===== src/rtl/minterm_lut_pkg.sv =====
// ----------------------------------------------------------------------------
// minterm_lut_pkg
// Shared constants, FSM state type and default truth-table helper for the
// minterm LUT engine.
//   CNT_W        : width of the optional evaluation/hit counters
//   DEFAULT_TT_6 : power-up truth table for the 6-input build
//                  (minterms 0,4,8,10,12,16,20,24,26,28,40,42,44,46,56,58)
//   default_tt() : returns the reset table for a given input width
//                  (DEFAULT_TT_6 for 6 inputs, all zeros otherwise)
// Optional feature macro used by the engine: MINTERM_HIT_CNT_EN
// ----------------------------------------------------------------------------
package minterm_lut_pkg;

    localparam int CNT_W    = 16;
    localparam int MAX_TT_W = 1024;   // table depth for the largest legal N_IN (10)

    localparam logic [63:0] DEFAULT_TT_6 = 64'h0500_5500_1511_1511;

    typedef enum logic [1:0] {
        RUN    = 2'd0,
        LOAD   = 2'd1,
        COMMIT = 2'd2
    } lut_state_e;

    // Returned at the maximum width; callers keep the low 2**n_in bits.
    function automatic logic [MAX_TT_W-1:0] default_tt(input int n_in);
        logic [MAX_TT_W-1:0] tt;
        tt = '0;
        if (n_in == 6) begin
            tt[63:0] = DEFAULT_TT_6;
        end
        return tt;
    endfunction

endpackage


===== src/rtl/minterm_lut_cfg_loader.sv =====
// ----------------------------------------------------------------------------
// minterm_lut_cfg_loader
// Table reload controller: RUN -> LOAD -> COMMIT -> RUN.  Config words are
// collected into a shadow register and copied to the active table in a single
// COMMIT cycle, so evaluation never sees a half-written table.
// Ports:
//   clk, rst        : clock, synchronous active-high reset
//   cfg_start       : begin a load (honoured only in RUN)
//   cfg_valid/ready : config word handshake (ready only in LOAD)
//   cfg_data        : word k lands in shadow bits [k*CFG_W +: CFG_W]
//   busy            : high in LOAD and COMMIT
//   o_table         : currently active (committed) truth table
//   o_commit        : high during the COMMIT cycle
// ----------------------------------------------------------------------------
module minterm_lut_cfg_loader
    import minterm_lut_pkg::*;
#(
    parameter int              TT_W     = 64,
    parameter int              CFG_W    = 8,
    parameter logic [TT_W-1:0] RESET_TT = '0
) (
    input  logic             clk,
    input  logic             rst,
    input  logic             cfg_start,
    input  logic             cfg_valid,
    output logic             cfg_ready,
    input  logic [CFG_W-1:0] cfg_data,
    output logic             busy,
    output logic [TT_W-1:0]  o_table,
    output logic             o_commit
);

    localparam int NW  = TT_W / CFG_W;
    localparam int K_W = (NW > 1) ? $clog2(NW) : 1;
    localparam logic [K_W-1:0] K_LAST = K_W'(NW - 1);

    lut_state_e      r_state;
    logic [K_W-1:0]  r_k;
    logic [TT_W-1:0] r_shadow;
    logic [TT_W-1:0] r_table;
    logic            w_cfg_accept;

    // Gated by rst so no word can be handshaken while reset is asserted.
    assign cfg_ready    = (r_state == LOAD) && !rst;
    assign w_cfg_accept = cfg_valid && cfg_ready;
    assign busy         = (r_state != RUN);
    assign o_commit     = (r_state == COMMIT);
    assign o_table      = r_table;

    always_ff @(posedge clk) begin
        if (rst) begin
            r_state  <= RUN;
            r_k      <= '0;
            r_shadow <= '0;
            r_table  <= RESET_TT;
        end else begin
            case (r_state)
                RUN: begin
                    if (cfg_start) begin
                        r_state <= LOAD;
                    end
                end
                LOAD: begin
                    if (w_cfg_accept) begin
                        // Constant-index slices keep the write decode simple.
                        for (int w = 0; w < NW; w++) begin
                            if (r_k == K_W'(w)) begin
                                r_shadow[w*CFG_W +: CFG_W] <= cfg_data;
                            end
                        end
                        if (r_k == K_LAST) begin
                            r_state <= COMMIT;
                        end else begin
                            r_k <= r_k + 1'b1;
                        end
                    end
                end
                COMMIT: begin
                    r_table <= r_shadow;
                    r_k     <= '0;
                    r_state <= RUN;
                end
                default: begin
                    r_state <= RUN;
                end
            endcase
        end
    end

endmodule


===== src/rtl/minterm_lut_engine.sv =====
// ----------------------------------------------------------------------------
// minterm_lut_engine
// Runtime-programmable N_IN-input Boolean function evaluator.  Each accepted
// input vector indexes the 2**N_IN-bit truth table; the result is registered
// and presented on a valid/ready output stream one cycle later.
// Ports:
//   clk, rst                  : clock, synchronous active-high reset
//   cfg_start/valid/ready/data: table reload stream (see cfg loader)
//   in_valid/in_ready/in_vec  : input vector stream (minterm index)
//   out_valid/out_ready/out_y : result stream, out_y = table[in_vec]
//   busy                      : table reload in progress (LOAD or COMMIT)
//   hit_cnt, eval_cnt         : only with MINTERM_HIT_CNT_EN defined;
//                               saturating counts of 1-results / accepts,
//                               cleared by rst and by each table commit
// Build option: `define MINTERM_HIT_CNT_EN to add the counters.
// ----------------------------------------------------------------------------
module minterm_lut_engine
    import minterm_lut_pkg::*;
#(
    parameter int N_IN  = 6,
    parameter int CFG_W = 8
) (
    input  logic             clk,
    input  logic             rst,
    input  logic             cfg_start,
    input  logic             cfg_valid,
    output logic             cfg_ready,
    input  logic [CFG_W-1:0] cfg_data,
    input  logic             in_valid,
    output logic             in_ready,
    input  logic [N_IN-1:0]  in_vec,
    output logic             out_valid,
    input  logic             out_ready,
    output logic             out_y,
    output logic             busy
`ifdef MINTERM_HIT_CNT_EN
    ,
    output logic [CNT_W-1:0] hit_cnt,
    output logic [CNT_W-1:0] eval_cnt
`endif
);

    localparam int TT_W = 1 << N_IN;
    localparam logic [MAX_TT_W-1:0] DEFAULT_TT_FULL = default_tt(N_IN);
    localparam logic [TT_W-1:0]     DEFAULT_TT      = DEFAULT_TT_FULL[TT_W-1:0];

    logic [TT_W-1:0] w_table;
    logic            w_commit;
    logic            w_busy;
    logic            w_in_accept;
    logic            w_result;
    logic            r_out_valid;
    logic            r_out_y;

    minterm_lut_cfg_loader #(
        .TT_W     (TT_W),
        .CFG_W    (CFG_W),
        .RESET_TT (DEFAULT_TT)
    ) u_cfg_loader (
        .clk       (clk),
        .rst       (rst),
        .cfg_start (cfg_start),
        .cfg_valid (cfg_valid),
        .cfg_ready (cfg_ready),
        .cfg_data  (cfg_data),
        .busy      (w_busy),
        .o_table   (w_table),
        .o_commit  (w_commit)
    );

    // Accept only in RUN and only when the output slot is free or draining.
    assign in_ready    = !rst && !w_busy && (!r_out_valid || out_ready);
    assign w_in_accept = in_valid && in_ready;
    assign w_result    = w_table[in_vec];

    always_ff @(posedge clk) begin
        if (rst) begin
            r_out_valid <= 1'b0;
            r_out_y     <= 1'b0;
        end else if (w_in_accept) begin
            r_out_valid <= 1'b1;
            r_out_y     <= w_result;
        end else if (out_ready) begin
            r_out_valid <= 1'b0;
        end
    end

    assign out_valid = r_out_valid;
    assign out_y     = r_out_y;
    assign busy      = w_busy;

`ifdef MINTERM_HIT_CNT_EN
    logic [CNT_W-1:0] r_eval_cnt;
    logic [CNT_W-1:0] r_hit_cnt;

    // No accept can coincide with COMMIT (in_ready is low), so clearing
    // there never loses an event.
    always_ff @(posedge clk) begin
        if (rst || w_commit) begin
            r_eval_cnt <= '0;
            r_hit_cnt  <= '0;
        end else if (w_in_accept) begin
            if (r_eval_cnt != '1) begin
                r_eval_cnt <= r_eval_cnt + 1'b1;
            end
            if (w_result && (r_hit_cnt != '1)) begin
                r_hit_cnt <= r_hit_cnt + 1'b1;
            end
        end
    end

    assign eval_cnt = r_eval_cnt;
    assign hit_cnt  = r_hit_cnt;
`endif

endmodule


===== config.mk =====
export PLATFORM = sky130hd
export DESIGN_NAME = minterm_lut_engine
export DESIGN_NICKNAME = d
export VERILOG_FILES = /design/src/rtl/minterm_lut_pkg.sv /design/src/rtl/minterm_lut_cfg_loader.sv /design/src/rtl/minterm_lut_engine.sv
export SDC_FILE = /design/constraint.sdc
export NUM_CORES = 1
export LEC_CHECK = 0
export BUFFER_PORTS_ARGS = -buffer_cell sky130_fd_sc_hd__buf_2
export CORE_AREA = 2 2 106 108
export CTS_CLUSTER_SIZE = 28
export DETAILED_ROUTE_END_ITERATION = 10
export DIE_AREA = 0 0 108 110
export GPL_ROUTABILITY_DRIVEN = 1
export PLACE_DENSITY = 0.75
export SETUP_SLACK_MARGIN = 0.05
export SLEW_MARGIN = 15
export SYNTH_ARGS = -nofsm -noshare
export SYNTH_HDL_FRONTEND = slang
export SYNTH_HIERARCHICAL = 1
export SYNTH_SLANG_ARGS = --single-unit

===== constraint.sdc =====
create_clock -name clk -period 2.4 [get_ports clk]
set_clock_uncertainty 0.2 [all_clocks]
set_input_delay 0.36 -clock clk [delete_from_list [all_inputs] [get_ports clk]]
set_output_delay 0.36 -clock clk [all_outputs]
set_load 0.1 [all_outputs]

== Yosys cells after proc, flatten, opt, wreduce, memory -nomap -nowiden ==
Cells that the tools add are included.

* Flip-flop bits (word level): 135
* Input bits: 20
* Output and inout port bits: 5
* Logic and storage cells: 63

* Add/subtract/negate cells: 1
* Magnitude comparators: 1
* Eq/ne operators: 13
* Multiplexer cells: 11
* Reduce and logical (&&, ||, !) cells: 24

{| class="wikitable"
|+ Operator list
! cell !! count
|-
| 3-bit AND reduction || 10
|-
| 3-bit == test (second input constant) || 4
|-
| 6-bit by 7-bit < comparator with 1-bit output (second input constant) || 1
|-
| 1-bit binary-select mux with 6-bit select || 1
|-
| 3-bit by 2-bit == test with 1-bit output (second input constant) || 2
|-
| 2-bit two-way mux || 3
|-
| 3-bit two-way mux || 2
|-
| 2-bit inequality test (second input constant) || 3
|-
| 3-bit case mux with 2 select lines || 1
|-
| 2-bit nonzero test || 3
|-
| 1-bit logical AND || 5
|-
| 2-bit case mux with 2 select lines || 1
|-
| 3-bit by 1-bit adder with 3-bit output (second input constant) || 1
|-
| 3-bit by 1-bit == test with 1-bit output (second input constant) || 1
|-
| 1-bit zero test || 3
|-
| 3-bit zero test || 1
|-
| 1-bit two-way mux || 3
|-
| 2-bit by 1-bit == test with 1-bit output (second input constant) || 1
|-
| 2-bit == test (second input constant) || 1
|-
| 2-bit zero test || 1
|-
| 2-bit by 1-bit inequality test with 1-bit output (second input constant) || 1
|-
| 1-bit logical OR || 1
|}

== Depth between registers and ports, before layout ==
* Depth in word-level cells: 6
* Gate-level depth with buffers: 7
* Gate-level depth less buffers: 6

== Modules after synthesis ==
The synthesis kept the hierarchy.

{| class="wikitable"
|+ Modules (own cells, without submodules)
! module !! instances !! cells an instance !! area each (um^2) !! sequential area each (um^2)
|-
| minterm_lut_cfg_loader || 1 || 618 || 5106.1 || 2662.6
|-
| minterm_lut_engine || 1 || 62 || 715.7 || 40.0
|}

== Least setup slack after synthesis ==
Ideal clock, no wire load.

* Kind: register to output
* Start: reg u_cfg_loader.r_state[1]
* End: out in_ready
* Data arrival time: 3.122 ns
* Data required time: 1.840 ns
* Setup slack: -1.282 ns
* Stages on the path, launching flop included: 4
* Cells stage by stage: dfxtp_1 -> buf_4 -> or2_2 -> nor3_1

* Word-level cells in the longest chain between the ends: 4

{| class="wikitable"
|+ Ends and longest elaborated chain
! item !! line !! RTL
|-
| from (decl) || minterm_lut_cfg_loader.sv:37 || <nowiki>lut_state_e r_state;</nowiki>
|-
| from (signal assigned) || minterm_lut_cfg_loader.sv:52 || <nowiki>r_state <= RUN;</nowiki>
|-
| from (signal assigned) || minterm_lut_cfg_loader.sv:60 || <nowiki>r_state <= LOAD;</nowiki>
|-
| from (signal assigned) || minterm_lut_cfg_loader.sv:72 || <nowiki>r_state <= COMMIT;</nowiki>
|-
| 2-bit nonzero test || minterm_lut_cfg_loader.sv:46 || <nowiki>assign busy = (r_state != RUN);</nowiki>
|-
| named net busy || minterm_lut_engine.sv:35 || <nowiki>output logic busy</nowiki>
|-
| 1-bit zero test || minterm_lut_engine.sv:72 || <nowiki>assign in_ready = !rst && !w_busy && (!r_out_valid || out_ready);</nowiki>
|-
| 1-bit logical AND (2 in a row) || minterm_lut_engine.sv:72 ||
|-
| to (decl) || minterm_lut_engine.sv:30 || <nowiki>output logic in_ready,</nowiki>
|}

The timed path passes the listed nets, and every way through them passes these cells.

== Final worst setup path ==
* Start: in rst
* End: out cfg_ready

* Word-level cells in the longest chain between the ends: 2

{| class="wikitable"
|+ Ends and longest elaborated chain
! item !! line !! RTL
|-
| from (decl) || minterm_lut_engine.sv:24 || <nowiki>input logic rst,</nowiki>
|-
| 1-bit zero test || minterm_lut_cfg_loader.sv:44 || <nowiki>assign cfg_ready = (r_state == LOAD) && !rst;</nowiki>
|-
| 1-bit logical AND || minterm_lut_cfg_loader.sv:44 ||
|-
| to (decl) || minterm_lut_engine.sv:27 || <nowiki>output logic cfg_ready,</nowiki>
|}

Every way passes these cells.

==> impl_metrics.toml <==
[global_route]
grt_overflow = 0
grt_pass1_vias = 4508
grt_max_degree = 81
grt_pass1_wl_um = 23810
grt_use_total_pct = 26.54
antenna_found_initial = 0

[routing]
wire_per_inst_um = 18.24
wirelength_um = 15010
via_per_inst = 6.005
first_pass_iters = 6
drt_iter0_markers = 595
drc_errors = 0
drtAntennaViolNets = 0
vias = 4942

[setup_path]
worstPathMaxFanout = 18
cp_data_required_time_ns = 1.84
slowest_delay_ns = 0.54
cp_slowest_cell = "dlygate4sd3_1"
crit_path_start_kind = "input pin"
timing.rr.start = "u_cfg_loader/r_state[1]"
timing.rr.end = "out_y"
path_cells = "dlygate4sd3_1, buf_4, nor3b_4, buf_2"
r2r_slack_ns = 0.37
end_kind = "primary output"
worstPathArrival_ns = 1.73
path_class = "in2out"
reg2reg_depth = 6

[logic_synthesis]
synth_top_family_by_area = "simple AND/OR/NAND/NOR gates"
async_flop_share_pct = 0
synth_commonest_cells = "dfxtp_1, nand2_1, a21oi_1, nand3_1, o21ai_0"
yosys_warnings = 6
synth.net_count = 706
synthAdderAreaFrac_pct = 1.289
synth_area_um2 = 5822
synth_compound_area_share_pct = 16.12
synthMuxAreaShare_pct = 7.135
synth-simple-area-share_pct = 22.22
synth-xor-area-share_pct = 0
synth_edf_count = 0
synth.avg_cell_area_um2 = 8.562
syn_inst = 680
synth_top_area_share_pct = 46.42
synth.distinct_cells = 41
ys.flop_type = "dfxtp_1"
yosysSeqAreaShare_pct = 46.42
ys_ff_latch = 135
ys_top_cells_by_area = "dfxtp_1, a21oi_1, nand2_1"
synth_top_area_cell = "dfxtp_1"
yosysMostFrequentCell = "dfxtp_1"

[timing]
setup_viol = 0
period_needed_ns = 2.286
hold_viol = 0
worst_slew_pin_slew_ns = 0.8445
setup_slack_ns = 0.1139
rsz0062_at_grt = "no"
fmax_mhz = 437.4
maxSlewHeadroom_pct = 43.70
slew_violations = 0
fin_crit_sh_pct = 95.25

[die]
initial_core_util_pct = 54.42
io_pins = 25
fp.dieW_um = 108
rows = 38
dieArea_um2 = 11880
core_um2 = 10700
die_y_um = 110

[clock_tree]
cts_tree = "done"
clock-sinks = 135
htree_levels = 4
cts_setup_buffers = 0
cts_buffer_depth = 2
clkTransAtPathRegs_ns = 0.06
cts_inserted_buffers = 17
clk_latency_ns = 0.52
cts-root-buf = "clkbuf_8"

[power_and_ir_drop]
comb_power_share_pct = 4.9
clockPowerShare_pct = 51.4
powerDensity_nw_per_um2 = 788.2
p_leak_nw = 2.341
seqPwrFrac_pct = 43.8
p_sw_mw = 1.098
power_mw = 5.158
irDropWorstVdd_mv = 0.3822
intPower_mw = 4.060
p_sw_share_pct = 21.29

[placed_design]
post-place-ws_ns = 0.2550
place_area_um2 = 5878
numPortBuffers = 24
dp_hpwl_um = 9124
place_congestion = 0.8190
placedCellCount = 785

[cells_and_area]
fin_area_um2 = 6544
fillers = 917
finalNetCount = 696
multi_input_area_um2 = 2748
area.growth.synth_to_final_pct = 12.40
ff_latch_area_um2 = 2703
drive_above_1_share_pct = 11.86
instances_no_fill = 823
insertedDiodeCount = 0

[run]
maxCapViolCount = 0

[min_path]
hp-start = "cfg_data[6]"
worstHoldEndpoint = "u_cfg_loader/r_shadow[14]"
whs_path_depth = 3
hold_path.class = "in2reg"

[run_status]
status = "finished clean"
## cell usage in the layout (no fill, tap or decap), drive strengths merged, types with 2 or more instances in the layout
master,Yosys,layout
a211oi,3,3
clkbuf,32,22
nor3,3,3
nor3b,2,2
o21ai,66,66
bufinv,0,4
nor2,5,5
mux4,14,14
or2,3,3
dfxtp,135,135
a21oi,106,106
nand3,64,64
nor4,2,2
buf,38,35
clkinv,0,6
mux2i,7,7
nand3b,20,20
nor2b,3,3
nand2,130,130
and4b,3,3
o211ai,3,3
nand4,2,2
nand4b,3,3
ha,6,6
dlygate4sd3,0,6
nand2b,13,13
or3,3,3
inv,6,6
## stage by stage
step / util (%) / setup TNS [ns] / hold slack, ns
2_1_floorplan: - / -0.02565 / 0.2284
3_3_place_gp: 54.95 / 0 / 0.2330
3_5_place_dp: 54.95 / 0 / 0.2423
4_1_cts: 61.17 / 0 / 0.006683
5_1_grt: 61.17 / 0 / 0.007415
6_report: 61.17 / 0 / 0.01805
## power groups by stage
stage / clock network (mW) / registers [mW] / logic [mW]
floorplan: 0 / 2.32 / 0.169
global placement: 0 / 2.30 / 0.235
detailed placement: 0 / 2.30 / 0.238
CTS: 2.66 / 2.26 / 0.248
global route: 2.78 / 2.26 / 0.265
finish: 2.65 / 2.26 / 0.252
## sequential cells by signal, indices dropped and copies added (netlist names)
name and cells:
u_cfg_loader/o_table 64, u_cfg_loader/r_shadow 64, u_cfg_loader/r_k 3, u_cfg_loader/r_state 2
out_valid 1, out_y 1
## layout make-up
type	count	area share, %
sequential	135	41.30
clock buffer	22	6.922
clock inverter	10	2.294
multi-input combinational	469	41.99
inverter	6	0.3442
timing repair buffer	41	4.474
tap	140	2.677
## repair_timing
action / CTS / global route
hold buffers: 6 / 0
hold endpoints to repair: 15 / 0
endpoints found under the setup margin: 1 / 0
resized for setup: 1 / 0
## metal layers
metal | track usage [%] | vias to the layer above | share of wire, %
li1 | - | 2340 | -
met2 | 40.39 | 236 | 46
met1 | 37.65 | 2354 | 45
met5 | 0 | - | 0
met4 | 7.509 | 0 | 1.0
met3 | 6.761 | 12 | 8.3
## worst max-delay path, delay by kind of cell
| kind | cells | cell delay [ns] |
|---|---|---|
| simple gates | 1 | 0.17 |
| buf+inv | 3 | 1.19 |
## worst max-delay path by stage
stage | from | to | slack [ns]
after global routing | rst | cfg_ready | 0.07
after global placement | in_vec[0] | out_y | 0.28
after floorplan | u_cfg_loader/r_state[1] | in_ready | -0.03
after CTS | rst | cfg_ready | 0.11
after detailed placement | in_vec[0] | out_y | 0.25
final | rst | cfg_ready | 0.11
## kinds of logic after synthesis
kind of cell	Yosys count
DFF	135
and+or+nand+nor	260
adders and majority gates	6
AOI/OAI and AO/OA	182
buffers and inverters	76
muxes	21
Note: power is estimated with default switching activity, not from simulation.
